## src/rtl/divider_n_if.sv

```systemverilog
// Operand/result handshake bundle for divider_n.
// With DIVIDER_N_SIGNED_EN defined, the bundle also carries i_Signed.
interface divider_n_if #(
    parameter int N = 32
);
    logic         i_Valid;
    logic         o_Ready;
    logic [N-1:0] i_Dividend;
    logic [N-1:0] i_Divisor;
    logic         o_Valid;
    logic         i_Ready;
    logic [N-1:0] o_Quotient;
    logic [N-1:0] o_Remainder;
    logic         o_DivByZero;
    logic         o_Busy;
`ifdef DIVIDER_N_SIGNED_EN
    logic         i_Signed;

    // Requester / result consumer side
    modport master (
        output i_Valid, i_Dividend, i_Divisor, i_Ready, i_Signed,
        input  o_Ready, o_Valid, o_Quotient, o_Remainder, o_DivByZero, o_Busy
    );

    // Divider side
    modport slave (
        input  i_Valid, i_Dividend, i_Divisor, i_Ready, i_Signed,
        output o_Ready, o_Valid, o_Quotient, o_Remainder, o_DivByZero, o_Busy
    );
`else
    // Requester / result consumer side
    modport master (
        output i_Valid, i_Dividend, i_Divisor, i_Ready,
        input  o_Ready, o_Valid, o_Quotient, o_Remainder, o_DivByZero, o_Busy
    );

    // Divider side
    modport slave (
        input  i_Valid, i_Dividend, i_Divisor, i_Ready,
        output o_Ready, o_Valid, o_Quotient, o_Remainder, o_DivByZero, o_Busy
    );
`endif
endinterface

```

## src/rtl/divider_n.sv

```systemverilog
// Multi-cycle N-bit restoring divider: one quotient bit per clock, fixed
// latency of N cycles from acceptance to result valid.
// Optional macro DIVIDER_N_SIGNED_EN adds i_Signed and two's-complement
// operation (magnitude divide, sign fix-up on the final iteration).
module divider_n #(
    parameter int N = 32
) (
    input  logic       i_Clock,
    input  logic       i_ResetN,
    divider_n_if.slave div_if
);
    typedef enum logic [1:0] {
        IDLE,
        BUSY,
        DONE
    } state_t;

    localparam int            CW        = $clog2(N);
    localparam logic [CW-1:0] LAST_ITER = CW'(N - 1);

    state_t        state;
    logic [CW-1:0] iter_cnt;
    logic [N-1:0]  divisor_q;
    logic [N-1:0]  quo_sr;
    logic [N-1:0]  rem_q;

    logic [N:0]    rem_shift;
    logic [N:0]    trial;
    logic          trial_ok;
    logic [N-1:0]  quo_next;
    logic [N-1:0]  rem_next;

    logic [N-1:0]  dividend_mag;
    logic [N-1:0]  divisor_mag;
    logic [N-1:0]  quo_final;
    logic [N-1:0]  rem_final;

    assign div_if.o_Ready = (state == IDLE);

    // One restoring step: shift {R,Q} left, trial-subtract D at N+1 bits
    always_comb begin
        rem_shift = {rem_q, quo_sr[N-1]};
        trial     = rem_shift - {1'b0, divisor_q};
        trial_ok  = ~trial[N];
        quo_next  = {quo_sr[N-2:0], trial_ok};
        rem_next  = trial_ok ? trial[N-1:0] : rem_shift[N-1:0];
    end

`ifdef DIVIDER_N_SIGNED_EN
    logic neg_quo;
    logic neg_rem;

    // Operand magnitudes on acceptance and sign fix-up of the final result.
    // MIN / -1 needs no special case: |MIN| / 1 = MIN with equal signs.
    always_comb begin
        dividend_mag = (div_if.i_Signed && div_if.i_Dividend[N-1]) ? -div_if.i_Dividend
                                                                    : div_if.i_Dividend;
        divisor_mag  = (div_if.i_Signed && div_if.i_Divisor[N-1])  ? -div_if.i_Divisor
                                                                    : div_if.i_Divisor;
        if (div_if.o_DivByZero) begin
            quo_final = '1;
        end else begin
            quo_final = neg_quo ? -quo_next : quo_next;
        end
        rem_final = neg_rem ? -rem_next : rem_next;
    end
`else
    // Unsigned only: operands and results pass straight through
    always_comb begin
        dividend_mag = div_if.i_Dividend;
        divisor_mag  = div_if.i_Divisor;
        quo_final    = quo_next;
        rem_final    = rem_next;
    end
`endif

    // Control FSM, iteration datapath and registered outputs
    always_ff @(posedge i_Clock or negedge i_ResetN) begin
        if (!i_ResetN) begin
            state              <= IDLE;
            iter_cnt           <= '0;
            divisor_q          <= '0;
            quo_sr             <= '0;
            rem_q              <= '0;
            div_if.o_Valid     <= 1'b0;
            div_if.o_Busy      <= 1'b0;
            div_if.o_Quotient  <= '0;
            div_if.o_Remainder <= '0;
            div_if.o_DivByZero <= 1'b0;
`ifdef DIVIDER_N_SIGNED_EN
            neg_quo            <= 1'b0;
            neg_rem            <= 1'b0;
`endif
        end else begin
            case (state)
                IDLE: begin
                    if (div_if.i_Valid) begin
                        divisor_q          <= divisor_mag;
                        quo_sr             <= dividend_mag;
                        rem_q              <= '0;
                        iter_cnt           <= '0;
                        div_if.o_DivByZero <= (div_if.i_Divisor == '0);
                        div_if.o_Busy      <= 1'b1;
`ifdef DIVIDER_N_SIGNED_EN
                        neg_quo <= div_if.i_Signed &&
                                   (div_if.i_Dividend[N-1] ^ div_if.i_Divisor[N-1]);
                        neg_rem <= div_if.i_Signed && div_if.i_Dividend[N-1];
`endif
                        state              <= BUSY;
                    end
                end
                BUSY: begin
                    quo_sr   <= quo_next;
                    rem_q    <= rem_next;
                    iter_cnt <= iter_cnt + CW'(1);
                    if (iter_cnt == LAST_ITER) begin
                        div_if.o_Quotient  <= quo_final;
                        div_if.o_Remainder <= rem_final;
                        div_if.o_Valid     <= 1'b1;
                        div_if.o_Busy      <= 1'b0;
                        state              <= DONE;
                    end
                end
                DONE: begin
                    if (div_if.i_Ready) begin
                        div_if.o_Valid <= 1'b0;
                        state          <= IDLE;
                    end
                end
                default: state <= IDLE;
            endcase
        end
    end
endmodule

```

## src/flat_wrapper.sv

```systemverilog
// flat-port wrapper written by rule: the top's interface ports become plain ports
module divider_n_flat 
#(
    parameter int N = 32
)
  (i_Clock, i_ResetN, div_if_i_Valid, div_if_i_Dividend, div_if_i_Divisor, div_if_i_Ready, div_if_o_Ready, div_if_o_Valid, div_if_o_Quotient, div_if_o_Remainder, div_if_o_DivByZero, div_if_o_Busy);
  divider_n_if #(.N(N)) div_if_i ();
  input  logic i_Clock;
  input  logic i_ResetN;
  input wire logic [$bits(div_if_i.i_Valid)-1:0] div_if_i_Valid;
  input wire logic [$bits(div_if_i.i_Dividend)-1:0] div_if_i_Dividend;
  input wire logic [$bits(div_if_i.i_Divisor)-1:0] div_if_i_Divisor;
  input wire logic [$bits(div_if_i.i_Ready)-1:0] div_if_i_Ready;
  output wire logic [$bits(div_if_i.o_Ready)-1:0] div_if_o_Ready;
  output wire logic [$bits(div_if_i.o_Valid)-1:0] div_if_o_Valid;
  output wire logic [$bits(div_if_i.o_Quotient)-1:0] div_if_o_Quotient;
  output wire logic [$bits(div_if_i.o_Remainder)-1:0] div_if_o_Remainder;
  output wire logic [$bits(div_if_i.o_DivByZero)-1:0] div_if_o_DivByZero;
  output wire logic [$bits(div_if_i.o_Busy)-1:0] div_if_o_Busy;
  assign div_if_i.i_Valid = div_if_i_Valid;
  assign div_if_i.i_Dividend = div_if_i_Dividend;
  assign div_if_i.i_Divisor = div_if_i_Divisor;
  assign div_if_i.i_Ready = div_if_i_Ready;
  assign div_if_o_Ready = div_if_i.o_Ready;
  assign div_if_o_Valid = div_if_i.o_Valid;
  assign div_if_o_Quotient = div_if_i.o_Quotient;
  assign div_if_o_Remainder = div_if_i.o_Remainder;
  assign div_if_o_DivByZero = div_if_i.o_DivByZero;
  assign div_if_o_Busy = div_if_i.o_Busy;
  divider_n #(.N(N)) u_core (.i_Clock(i_Clock), .i_ResetN(i_ResetN), .div_if(div_if_i));
endmodule
```

## config.mk

```make
export PLATFORM = sky130hd
export DESIGN_NAME = divider_n_flat
export DESIGN_NICKNAME = d
export VERILOG_FILES = /design/src/rtl/divider_n_if.sv /design/src/rtl/divider_n.sv /design/src/flat_wrapper.sv
export SDC_FILE = /design/constraint.sdc
export NUM_CORES = 1
export LEC_CHECK = 0
export CAP_MARGIN = 40
export CELL_PAD_IN_SITES_DETAIL_PLACEMENT = 0
export CELL_PAD_IN_SITES_GLOBAL_PLACEMENT = 1
export CORE_MARGIN = 2
export CORE_UTILIZATION = 42
export DETAILED_ROUTE_END_ITERATION = 10
export PLACE_DENSITY = 0.9
export SETUP_SLACK_MARGIN = 0.4
export SLEW_MARGIN = 20
export SYNTH_ARGS = -nofsm -noshare
export SYNTH_HDL_FRONTEND = slang
export SYNTH_SLANG_ARGS = --single-unit
```

## constraint.sdc

```tcl
create_clock -name i_Clock -period 3.85 [get_ports i_Clock]
set_clock_uncertainty 0.1 [all_clocks]
set_input_delay 0.385 -clock i_Clock [delete_from_list [all_inputs] [get_ports i_Clock]]
set_output_delay 0.385 -clock i_Clock [all_outputs]
set_load 0.05 [all_outputs]
```

**Word-level counts from Yosys, hierarchy flattened**

Index checks and enable logic that the tools add are counted.

- Add/subtract/negate cells: 2
- Equality and inequality tests: 6
- Mux-type cells: 17
- Bitwise gates (word level): 1
- Reductions and logical operators: 10

Operators by type and width:

| kind | number |
|---|---|
| case mux 32 bit (2 select lines) | 2 |
| 2-to-1 mux 32 bit | 3 |
| subtractor 33 x 32 -> 33 bit | 1 |
| zero test 32 bit | 1 |
| case mux 5 bit (2 select lines) | 1 |
| AND reduction 3 bit | 3 |
| 2-to-1 mux 2 bit | 3 |
| case mux 2 bit (3 select lines) | 1 |
| AND reduction 2 bit | 3 |
| adder 5 x 1 -> 5 bit, second input constant | 1 |
| equality test 5 bit, second input constant | 1 |
| 2-to-1 mux 5 bit | 1 |
| 2-to-1 mux 1 bit | 4 |
| != test 2 bit, second input constant | 2 |
| case mux 1 bit (2 select lines) | 2 |
| nonzero test 2 bit | 2 |
| equality test 2 x 1 -> 1 bit, second input constant | 1 |
| equality test 2 bit, second input constant | 1 |
| zero test 2 bit | 1 |
| != test 2 x 1 -> 1 bit, second input constant | 1 |
| NOT 1 bit | 1 |

- Flip-flop bits (word level): 170
- Logic and storage cells: 46

**Logic depth before layout (Yosys ltp)**

- Depth in word-level cells: 3
- Gate-level depth with buffers: 15
- Depth with buffers taken out: 11

**Worst setup path before layout**

Ideal clock, no wire load.

- Path kind: register -> register
- From: register u_core.quo_sr[31]
- To: register u_core.div_if.o_Remainder[27]
- Library setup time: 125 ps
- Arrival time: 3,068 ps
- Data required time: 3,625 ps
- Path slack: 558 ps
- Cell stages (with the launch flop): 14
- Buffers on the path: 2
- Clock period less this slack: 3,292 ps
- Path through: dfrtp_1 > inv_1 > ha_1 > fa_1 > nor2b_1 > o2111ai_1 > a211oi_4 > o2111ai_1 > and4b_1 > buf_2 > or3_1 > buf_6 > a31o_1 > mux2_2

- Longest elaborated chain between the ends: 2

RTL lines:

| item | line | source |
|---|---|---|
| start: declaration | divider_n.sv:24 | `logic [N-1:0] quo_sr;` |
| start signal: assignment | divider_n.sv:99 | `quo_sr <= dividend_mag;` |
| start signal: assignment | divider_n.sv:113 | `quo_sr <= quo_next;` |
| subtractor 33 x 32 -> 33 bit | divider_n.sv:43 | `trial = rem_shift - {1'b0, divisor_q};` |
| 2-to-1 mux 32 bit | divider_n.sv:46 | `rem_next = trial_ok ? trial[N-1:0] : rem_shift[N-1:0];` |
| end signal: assignment | divider_n.sv:118 | `div_if.o_Remainder <= rem_final;` |
| end: declaration | divider_n_if.sv:40 | `output o_Ready, o_Valid, o_Quotient, o_Remainder, o_DivByZero, o_Busy` |

No other way between the ends.
A chain may end at the register's enable or synchronous reset.

**Final worst setup path**

Ends and elaborated chain as after synthesis.

==> impl_metrics.csv <==
group,metric,value,unit
run_status,run_status,"finished clean",
run,max_cap_violations,0,
timing,finalSetupViolations,0,
yosys,netlist.area_leader.share,0.480,
timing,final_min_period_over_clock_period,0.877,
cts,tritoncts.num_buffers,17,
timing,timing.fmax,296,MHz
yosys,postSynthRegisterBits,170,
cts,ctsLongestPathBuffers,2,
yosys,dominantRegCellSynth,"sky130_fd_sc_hd__dfrtp_1",
yosys,netlist_top_cells_area,"sky130_fd_sc_hd__dfrtp_1 48%, sky130_fd_sc_hd__nand2_1 7.0%, sky130_fd_sc_hd__mux2i_1 6.4%",
placed_design,place.gp.congestion,0.896,
cts,clockRootBuffer,"sky130_fd_sc_hd__clkbuf_16",
yosys,synthDominantAreaCellType,"sky130_fd_sc_hd__dfrtp_1",
critical_path,crit_path_max_fanout,18,
route,ant_nets,0,
cts,clock-sinks,170,
timing,finalHoldViolations,0,
cells_and_area,diodes,0,
placed_design,place_hpwl,15.9,mm
critical_path,r2r_setup_slk,0.47,ns
route,post_drt_wl_per_cell,16.6,um
yosys,mean_instance_size_in_the_synthesized_netlist,9.66,sq um
grt,gr-total-overflow,0,
timing,timing_worst_slew_pin_value,0.686,ns
critical_path,r2r.worst_path.cells,12,
critical_path,critPathArrivalTime,3.59,ns
critical_path,critical_path_class,"flop to flop",
critical_path,cp_data_required_time,4.06,ns
yosys,post_synth_edffs,0,
min_path,timing.hold.worst.class,"primary input to asynchronous set/reset pin",
floorplanning,chipHeight,149,um
cts,clock_latency,0.44,ns
grt,grt_max_degree,80,
floorplanning,fp.dieArea,0.0223,sq mm
timing,period_minus_slack,3.38,ns
route,drt_iter0_drc,446,
yosys,synth.yosys.seq_area_share,0.480,
grt,grt_antenna_before_repair,1,
floorplanning,core-area,0.0209,sq mm
placed_design,io_buffers,135,
timing,totalNegativeSetupSlack,0,ns
route,viasPerCell,5.33,
floorplanning,num_io_pins,136,
yosys,yosys_warnings,0,
cts,clock_pin_transition_on_the_worst_setup_and_hold_timing_paths,0.07,ns
cells_and_area,final_net_count,1145,
route,routed-via-count,7087,
cts,cts_tree,"built",
critical_path,crit-reg2reg-launch,"u_core.quo_sr[31]",
grt,first_pass_grt_wire_length,36.0,mm
grt,first_global_vias,6936,
yosys,syn_inst,918,
route,remaining_drc_errors,0,
floorplanning,dieWidth,149,um
timing,worst_slew_margin,0.539,
critical_path,critPathCaptureType,"flop",
grt,grt_util_all_layers,0.206,
critical_path,critical_path.reg2reg.endpoint,"u_core.div_if.o_Remainder[27]",
yosys,yosysUniqueCellTypes,60,
timing,grt_setup_unrepaired,"true",
cells_and_area,fraction_of_layout_instances_using_a_drive_strength_above_1,0.0986,
yosys,mappedNetlistArea,0.00886,sq mm
yosys,synth_async_sr_flop_share,1.00,
critical_path,critical_path.startpoint_type,"flop",
route,number_of_search_and_repair_iterations_in_the_first_detailed_routing_pass,5,
floorplanning,rows,53,
cells_and_area,syn2layout_area_growth,26.5,%
yosys,synth.net_count,1021,
floorplanning,floorplan.initialDensity,0.424,
timing,slew_viol_final,0,
cts,depth_of_the_cts_h_tree,4,
route,routed_wirelength,22.0,mm
[cell families (layout without fill, tap and decap cells)]
logic type | after synthesis | after routing | synth area share
flops | 170 | 170 | 0.480
mux | 91 | 91 | 0.108
compound gates | 249 | 249 | 0.166
xor+xnor | 25 | 25 | 0.0247
fa+ha+maj | 35 | 35 | 0.0502
simple gates | 258 | 258 | 0.129
buf+inv | 90 | 227 | 0.0419
[synth_stat cells (2+ instances only)]
cell type                   number
sky130_fd_sc_hd__mux2i_1        57
sky130_fd_sc_hd__buf_1           5
sky130_fd_sc_hd__nor3_1          2
sky130_fd_sc_hd__a2bb2oi_1       2
sky130_fd_sc_hd__a211o_1         2
sky130_fd_sc_hd__a211oi_1        4
sky130_fd_sc_hd__nand3_1         9
sky130_fd_sc_hd__and3_1          4
sky130_fd_sc_hd__o21a_1          7
sky130_fd_sc_hd__nand4_1         6
sky130_fd_sc_hd__clkbuf_1       36
sky130_fd_sc_hd__o221ai_1        3
sky130_fd_sc_hd__and2_1          5
sky130_fd_sc_hd__inv_1          41
sky130_fd_sc_hd__or3_1           4
sky130_fd_sc_hd__buf_2           3
sky130_fd_sc_hd__a21oi_1        36
sky130_fd_sc_hd__ha_1           34
sky130_fd_sc_hd__a21boi_0        2
sky130_fd_sc_hd__a22o_1          3
sky130_fd_sc_hd__o2111ai_1       2
sky130_fd_sc_hd__o31ai_1         7
sky130_fd_sc_hd__nand2_1       166
sky130_fd_sc_hd__nand2b_1        5
sky130_fd_sc_hd__o211ai_1        3
sky130_fd_sc_hd__xor2_1         11
sky130_fd_sc_hd__buf_6           4
sky130_fd_sc_hd__nor3_2          2
sky130_fd_sc_hd__or2_2           2
sky130_fd_sc_hd__a21o_1         12
sky130_fd_sc_hd__a31oi_1         6
sky130_fd_sc_hd__mux2_2         33
sky130_fd_sc_hd__o21ai_0        81
sky130_fd_sc_hd__nor2b_1         7
sky130_fd_sc_hd__dfrtp_1       170
sky130_fd_sc_hd__nor4_1         10
sky130_fd_sc_hd__o22ai_1         5
sky130_fd_sc_hd__nor4b_1         5
sky130_fd_sc_hd__o21ai_1        60
sky130_fd_sc_hd__o2111a_1        2
sky130_fd_sc_hd__xnor2_1        14
sky130_fd_sc_hd__nor2_1         28
[critical path, cell delays in order (launching register included)]
cell,delay [ns]
sky130_fd_sc_hd__dfrtp_1,0.34
sky130_fd_sc_hd__inv_1,0.05
sky130_fd_sc_hd__ha_1,0.22
sky130_fd_sc_hd__fa_2,0.39
sky130_fd_sc_hd__nor2b_4,0.16
sky130_fd_sc_hd__o2111ai_4,0.16
sky130_fd_sc_hd__a211oi_4,0.31
sky130_fd_sc_hd__o2111ai_2,0.17
sky130_fd_sc_hd__and4b_2,0.31
sky130_fd_sc_hd__or3_4,0.40
sky130_fd_sc_hd__buf_12,0.18
sky130_fd_sc_hd__a31o_1,0.21
sky130_fd_sc_hd__mux2_2,0.27
[worst max path at each step]
stage	startpoint	endpoint	cells after the start
after floorplan	u_core.quo_sr[31]	u_core.div_if.o_Remainder[27]	13
after global placement	u_core.quo_sr[31]	u_core.div_if.o_Remainder[27]	12
after detailed placement	u_core.quo_sr[31]	u_core.div_if.o_Remainder[27]	12
after CTS	u_core.quo_sr[31]	u_core.div_if.o_Remainder[27]	12
after global routing	u_core.quo_sr[31]	u_core.div_if.o_Remainder[27]	12
final	u_core.quo_sr[31]	u_core.div_if.o_Remainder[27]	12
[registers in the layout, summed over array words and instances, names as in the netlist]
signal and count:
u_core.div_if.o_Quotient 32, u_core.div_if.o_Remainder 32, u_core.divisor_q 32, u_core.quo_sr 32, u_core.rem_q 32, u_core.iter_cnt 5
u_core.state 2, u_core.div_if.o_Busy 1, u_core.div_if.o_DivByZero 1, u_core.div_if.o_Valid 1
[timing repair]
action | in CTS | in global routing
buffers inserted | 1 | 2
pin swaps | 1 | 2
hold buffers | 1 | 0
setup endpoints to repair | 45 | 59
endpoints found under the hold margin | 25 | 0
gates resized for setup | 4 | 10
[cells in the final DEF, fill, tap and decap left out, types with 5 or more instances in the layout]
master	count
sky130_fd_sc_hd__a21o_1	12
sky130_fd_sc_hd__xnor2_1	14
sky130_fd_sc_hd__o22ai_1	5
sky130_fd_sc_hd__nand2_1	165
sky130_fd_sc_hd__dfrtp_1	170
sky130_fd_sc_hd__nand3_1	9
sky130_fd_sc_hd__mux2_2	33
sky130_fd_sc_hd__buf_4	11
sky130_fd_sc_hd__nand4_1	6
sky130_fd_sc_hd__nor4_1	10
sky130_fd_sc_hd__nor2_1	28
sky130_fd_sc_hd__clkbuf_16	17
sky130_fd_sc_hd__o21ai_0	81
sky130_fd_sc_hd__inv_6	5
sky130_fd_sc_hd__nor4b_1	5
sky130_fd_sc_hd__a21oi_1	36
sky130_fd_sc_hd__o21ai_1	59
sky130_fd_sc_hd__nand2b_1	5
sky130_fd_sc_hd__mux2i_1	57
sky130_fd_sc_hd__nor2b_1	5
sky130_fd_sc_hd__o21a_1	7
sky130_fd_sc_hd__o31ai_1	7
sky130_fd_sc_hd__a31oi_1	6
sky130_fd_sc_hd__ha_1	33
sky130_fd_sc_hd__xor2_1	11
sky130_fd_sc_hd__clkdlybuf4s50_1	134
sky130_fd_sc_hd__inv_1	41
[cell type report]
class	count	area, sq um
clock inverters	15	138
repair buffers	153	1580
inverters	42	158
fillers	1914	9680
multi-input cells	658	4320
flip-flops and latches	170	4250
clock buffers	17	425
well taps	275	344
[stage by stage]
stage	hold WS (ns)	cell area [sq um]	setup slack [ns]	cells	util
2_1_floorplan	-0.0106	8860	0.558	918	-
3_3_place_gp	0.361	10500	0.331	1291	0.501
3_5_place_dp	0.171	10500	0.253	1294	0.505
4_1_cts	0.275	11100	0.414	1328	0.533
5_1_grt	0.283	11200	0.333	1330	0.537
6_report	0.274	11200	0.474	1330	0.537
[metal layers]
metal	GRT usage	share of wire	up-vias
met5	0	0	-
met4	0.0524	0.011	0
met3	0.0639	0.075	19
met2	0.332	0.46	180
met1	0.270	0.46	3415
li1	-	-	3473
Power is not shown: default switching activity piles up to over one toggle a cycle in this logic, so the estimate is an artifact.
